[src/rtl/fpu_issue_sched.sv]
// FP issue scheduler: RAW/WAW hazard blocking, fadd stage-enable control,
// fdiv/fsqrt start, and write-back port arbitration between fadd and divider.
module fpu_issue_sched (
  input  logic       clk,
  input  logic       clrn,
  input  logic       ext_stall,
  input  logic       issue_valid,
  input  logic [1:0] issue_op,
  input  logic [4:0] issue_fs,
  input  logic [4:0] issue_ft,
  input  logic [4:0] issue_fd,
  output logic       issue_ready,
  output logic       e1,
  output logic       e2,
  output logic       e3,
  output logic       div_start,
  input  logic       div_done,
  output logic       div_ack,
  output logic       wb_we,
  output logic       wb_sel,
  output logic [4:0] wb_fd
);

  logic       v_a, v_c, v_n;
  logic [4:0] fd_a, fd_c, fd_n;
  logic       div_pend;
  logic [4:0] div_fd;
  logic [1:0] div_wait;

  logic       is_div;
  logic       div_gnt;
  logic       adv;
  logic       hazard;
  logic       acc_add;
  logic       acc_div;

  // A register is busy if any in-flight producer (including one retiring now) targets it.
  function automatic logic reg_busy(input logic [4:0] r,
                                    input logic va, input logic [4:0] ta,
                                    input logic vc, input logic [4:0] tc,
                                    input logic vn, input logic [4:0] tn,
                                    input logic vd, input logic [4:0] td);
    return (va && (r == ta)) || (vc && (r == tc)) ||
           (vn && (r == tn)) || (vd && (r == td));
  endfunction

  always_comb begin
    is_div  = issue_op[1];
    div_gnt = clrn & div_done & (!v_n | (div_wait == 2'd3));
    adv     = !ext_stall & !(v_n & div_gnt);
    hazard  = reg_busy(issue_fs, v_a, fd_a, v_c, fd_c, v_n, fd_n, div_pend, div_fd) |
              reg_busy(issue_ft, v_a, fd_a, v_c, fd_c, v_n, fd_n, div_pend, div_fd) |
              reg_busy(issue_fd, v_a, fd_a, v_c, fd_c, v_n, fd_n, div_pend, div_fd);
    issue_ready = clrn & !ext_stall & !hazard & (is_div ? !div_pend : adv);
    acc_add   = issue_valid & issue_ready & !is_div;
    acc_div   = issue_valid & issue_ready & is_div;
    div_start = acc_div;
    e1 = adv;
    e2 = adv;
    e3 = adv;
    wb_we   = clrn & !ext_stall & (v_n | div_done);
    wb_sel  = div_gnt;
    wb_fd   = div_gnt ? div_fd : fd_n;
    div_ack = div_gnt & !ext_stall;
  end

  always_ff @(posedge clk or negedge clrn) begin
    if (!clrn) begin
      v_a      <= 1'b0;
      v_c      <= 1'b0;
      v_n      <= 1'b0;
      fd_a     <= 5'd0;
      fd_c     <= 5'd0;
      fd_n     <= 5'd0;
      div_pend <= 1'b0;
      div_fd   <= 5'd0;
      div_wait <= 2'd0;
    end else begin
      // Stage boundary: issue -> align -> calc -> normalize, all under one enable.
      if (adv) begin
        v_a  <= acc_add;
        v_c  <= v_a;
        v_n  <= v_c;
        fd_c <= fd_a;
        fd_n <= fd_c;
        if (acc_add) fd_a <= issue_fd;
      end
      if (div_ack) begin
        div_pend <= 1'b0;
      end else if (acc_div) begin
        div_pend <= 1'b1;
        div_fd   <= issue_fd;
      end
      // Counts contested cycles the divider has lost so it cannot starve.
      if (div_ack) begin
        div_wait <= 2'd0;
      end else if (div_done && !div_gnt && !ext_stall && (div_wait != 2'd3)) begin
        div_wait <= div_wait + 2'd1;
      end
    end
  end

endmodule

[config.mk]
export PLATFORM = sky130hd
export DESIGN_NAME = fpu_issue_sched
export DESIGN_NICKNAME = d
export VERILOG_FILES = /design/src/rtl/fpu_issue_sched.sv
export SDC_FILE = /design/constraint.sdc
export NUM_CORES = 1
export LEC_CHECK = 0
export CORE_ASPECT_RATIO = 0.75
export CORE_MARGIN = 2
export CORE_UTILIZATION = 30
export CTS_BUF_LIST = sky130_fd_sc_hd__clkbuf_8
export DETAILED_ROUTE_END_ITERATION = 10
export GPL_ROUTABILITY_DRIVEN = 0
export PLACE_DENSITY = 0.48
export SLEW_MARGIN = 30
export SYNTH_ARGS = -nofsm -noshare
export SYNTH_HDL_FRONTEND = slang
export SYNTH_SLANG_ARGS = --single-unit
[constraint.sdc]
create_clock -name clk -period 1.9 [get_ports clk]
set_clock_uncertainty 0.1 [all_clocks]
set_input_delay 0.285 -clock clk [delete_from_list [all_inputs] [get_ports clk]]
set_output_delay 0.285 -clock clk [all_outputs]
set_load 0.01 [all_outputs]
==> flow_summary.json <==
{
  "status": "complete, but fails checks",
  "violations": "negative setup slack",
  "period_needed_ns": 2.47,
  "switchingPower_uw": 978,
  "synth_compound_area_share_pct": 6.14,
  "netlist_area_sq_mm": 0.00196,
  "slew_headroom_pct": 76.7,
  "timing.final.crit_share_pct": 130,
  "final_cell_count_no_fill": 355,
  "intPower_mw": 1.76,
  "max-vdd-ir-drop_v": 0.000465,
  "synth_top_family_by_area": "XOR/XNOR gates",
  "p_total_mw": 2.74,
  "leakagePower_nw": 1.37,
  "cts_num_sinks": 26,
  "area_delta_synth_final_pct": 58.5,
  "synth_top_cell_by_area": "dfrtp_1",
  "drtIter0Drc": 42,
  "overflow": 0,
  "critical_path_peak_fanout": 4,
  "ant_nets": 0,
  "finalWirelength_microns": 5870,
  "dp_hpwl_microns": 4380,
  "wl_per_cell_microns": 16.5,
  "diodes": 0,
  "synth_cells": 184,
  "synth_xor_area_share_pct": 26.9,
  "design_area_sq_mm": 0.00310,
  "worstMarginPinSlew_ns": 0.347,
  "synth_area_leaders": "dfrtp_1 (33%), xnor2_1 (20%), mux2_2 (16%)",
  "drc": 0,
  "crit_arrival_ns": 2.08,
  "ioPinCount": 35,
  "grt_pass1_wl_microns": 9450,
  "std_cell_rows": 25,
  "dieArea_sq_mm": 0.00719,
  "synth-warning-count": 0,
  "synthAdderAreaFrac_pct": 0.640,
  "dp.cells": 334,
  "hold_viol": 0,
  "seqPwrFrac_pct": 35.5,
  "ys_seq_area_share_pct": 33.3,
  "post_route_cells_drive_above_1_share_pct": 49.6,
  "yosys_register_bits": 26,
  "synth_nets": 207,
  "slew_viol_final": 0,
  "vias": 1684,
  "clk_path_buf_depth": 2,
  "vias_per_cell": 4.74,
  "die_w_microns": 97.2,
  "power_frac_clock_pct": 11.8,
  "path_class": "reg -> out",
  "port_buffers": 33,
  "grt_setup_unrepaired": "true",
  "yosysUniqueCellTypes": 31,
  "switching_share_pct": 35.7,
  "power_frac_comb_pct": 52.6,
  "fp.coreArea_sq_mm": 0.00632,
  "cts_tree": "yes",
  "hold_slack_ns": 0.0279,
  "yosys.area.top_type_share_pct": 33.3,
  "yosys.area_share.simple_pct": 11.8,
  "hp-class": "in -> async",
  "worst_ep_required_time_ns": 1.51,
  "setup.worst_path.end_class": "primary output",
  "cap_violations": 0,
  "grt_pass1_vias": 1754,
  "antenna_found_initial": 0,
  "synthMuxAreaShare_pct": 16.6,
  "postSynthAreaPerCell_sq_um": 10.6,
  "start_util_pct": 31.0,
  "setup_violations": 21,
  "insertion_delay_ns": 0.27,
  "fp.dieH_microns": 73.9,
  "powerDensity_mw_per_mm2": 884,
  "first_pass_iters": 4,
  "fin_ws_ns": -0.566,
  "gr-usage-all-layers_pct": 16.9,
  "root_buffer": "clkbuf_8",
  "fmax_mhz": 406,
  "dpl_cell_area_sq_mm": 0.00271,
  "htree_num_levels": 1,
  "nets": 299,
  "cts_made_buffers": 3,
  "clk_pin_slew_ns": 0.09,
  "start_kind": "register",
  "grt_max_degree": 18,
  "fill_cells": 605
}
[stage by stage]
stage	worst slack [ns]	TNS, ns	utilization, %
after floorplan	-0.226	-1.14	-
after global placement	-1.15	-18.55	42.8
after detailed placement	-1.21	-19.45	42.8
after CTS	-0.549	-7.75	47.4
after global routing	-0.628	-7.60	49.1
final	-0.566	-6.36	49.1
[worst max-delay path: stages, from the launching register on]
cell and delay (ns):
dfrtp_1 0.47, xor2_1 0.20, nor4_2 0.34, a31oi_1 0.13, and4bb_2 0.26, and3_4 0.15
and3_4 0.14, buf_6 0.11
[kinds of logic after synthesis]
logic type | Yosys count
xor+xnor | 60
simple gates | 38
mux | 29
flops | 26
buf+inv | 18
compound gates | 12
fa+ha+maj | 1
[path summary, 6_finish.rpt]
path,from,end,slack [ns],depth (start not counted)
min in group clk,v_a,v_a,0.51,2
min reg2reg,v_a,v_a,0.51,2
max in group asynchronous,clrn,fd_c[2],1.38,3
max reg2reg,fd_n[3],div_fd[1],-0.33,7
max,fd_n[3],div_start,-0.57,7
min,clrn,fd_a[0],0.03,2
[final cells by class]
type | count | area (sq um) | area share (%)
repair buffers | 102 | 908 | 29.3
multi-input cells | 140 | 1380 | 44.6
well taps | 81 | 101 | 3.27
clock buffers | 3 | 41.3 | 1.33
flip-flops and latches | 26 | 654 | 21.1
inverters | 3 | 13.8 | 0.444
[cells in the final DEF, fill, tap and decap left out, types with 2 or more instances in the layout]
cell	netlist	layout
a31oi_1	2	2
and3_4	0	3
buf_4	2	54
buf_6	0	26
clkbuf_8	0	3
clkdlybuf4s50_1	0	3
dfrtp_1	26	23
dfrtp_2	0	3
dlygate4sd2_1	0	17
inv_1	3	2
mux2_2	28	12
mux2_4	0	16
nand2_1	7	7
nand2b_1	2	2
nand4_1	9	9
nor2_1	4	4
nor3_1	4	2
nor3_2	0	2
o21ai_1	0	2
xnor2_1	44	44
xor2_1	16	14
xor2_2	0	2
[power groups by stage]
stage,Clock (mW),Sequential [mW],Combinational (mW)
2_1_floorplan,0,0.914,0.684
3_3_place_gp,0,0.969,1.20
3_5_place_dp,0,0.968,1.20
4_1_cts,0.338,0.962,1.39
5_1_grt,0.355,0.994,1.57
6_report,0.324,0.973,1.44
[state kept, by name, indices dropped and copies added, names as in the netlist]
name / flops
fd_c: 5
div_pend: 1
div_fd: 5
fd_a: 5
v_c: 1
v_a: 1
fd_n: 5
div_wait: 2
v_n: 1
[per-layer routing]
metal	global-route usage [%]	vias up	part of all wire (%)
met5	0	-	0
li1	-	813	-
met1	24.7	824	49
met2	26.9	43	45
met3	3.24	4	5.4
met4	2.62	0	0.61
[repair_timing]
item | 4_1_cts | 5_1_grt
endpoints found under the setup margin | 25 | 26
gates resized for setup | 100 | 33
hold buffers | 0 | 0
buffers inserted | 17 | 7
pin swaps | 8 | 5
[cell usage after synthesis (all sizes together)]
cell	instances
a21oi	1
a22o	1
a311oi	1
a31oi	2
a41oi	1
and3	3
and4bb	1
buf	10
clkbuf	5
dfrtp	26
ha	1
inv	3
mux2	28
mux2i	1
nand2	7
nand2b	2
nand3	1
nand3b	1
nand4	10
nor2	4
nor2b	2
nor3	4
nor4	3
o21ai	3
o22ai	2
o32ai	1
xnor2	44
xor2	16
No activity file was read; power rests on OpenSTA's default activity.
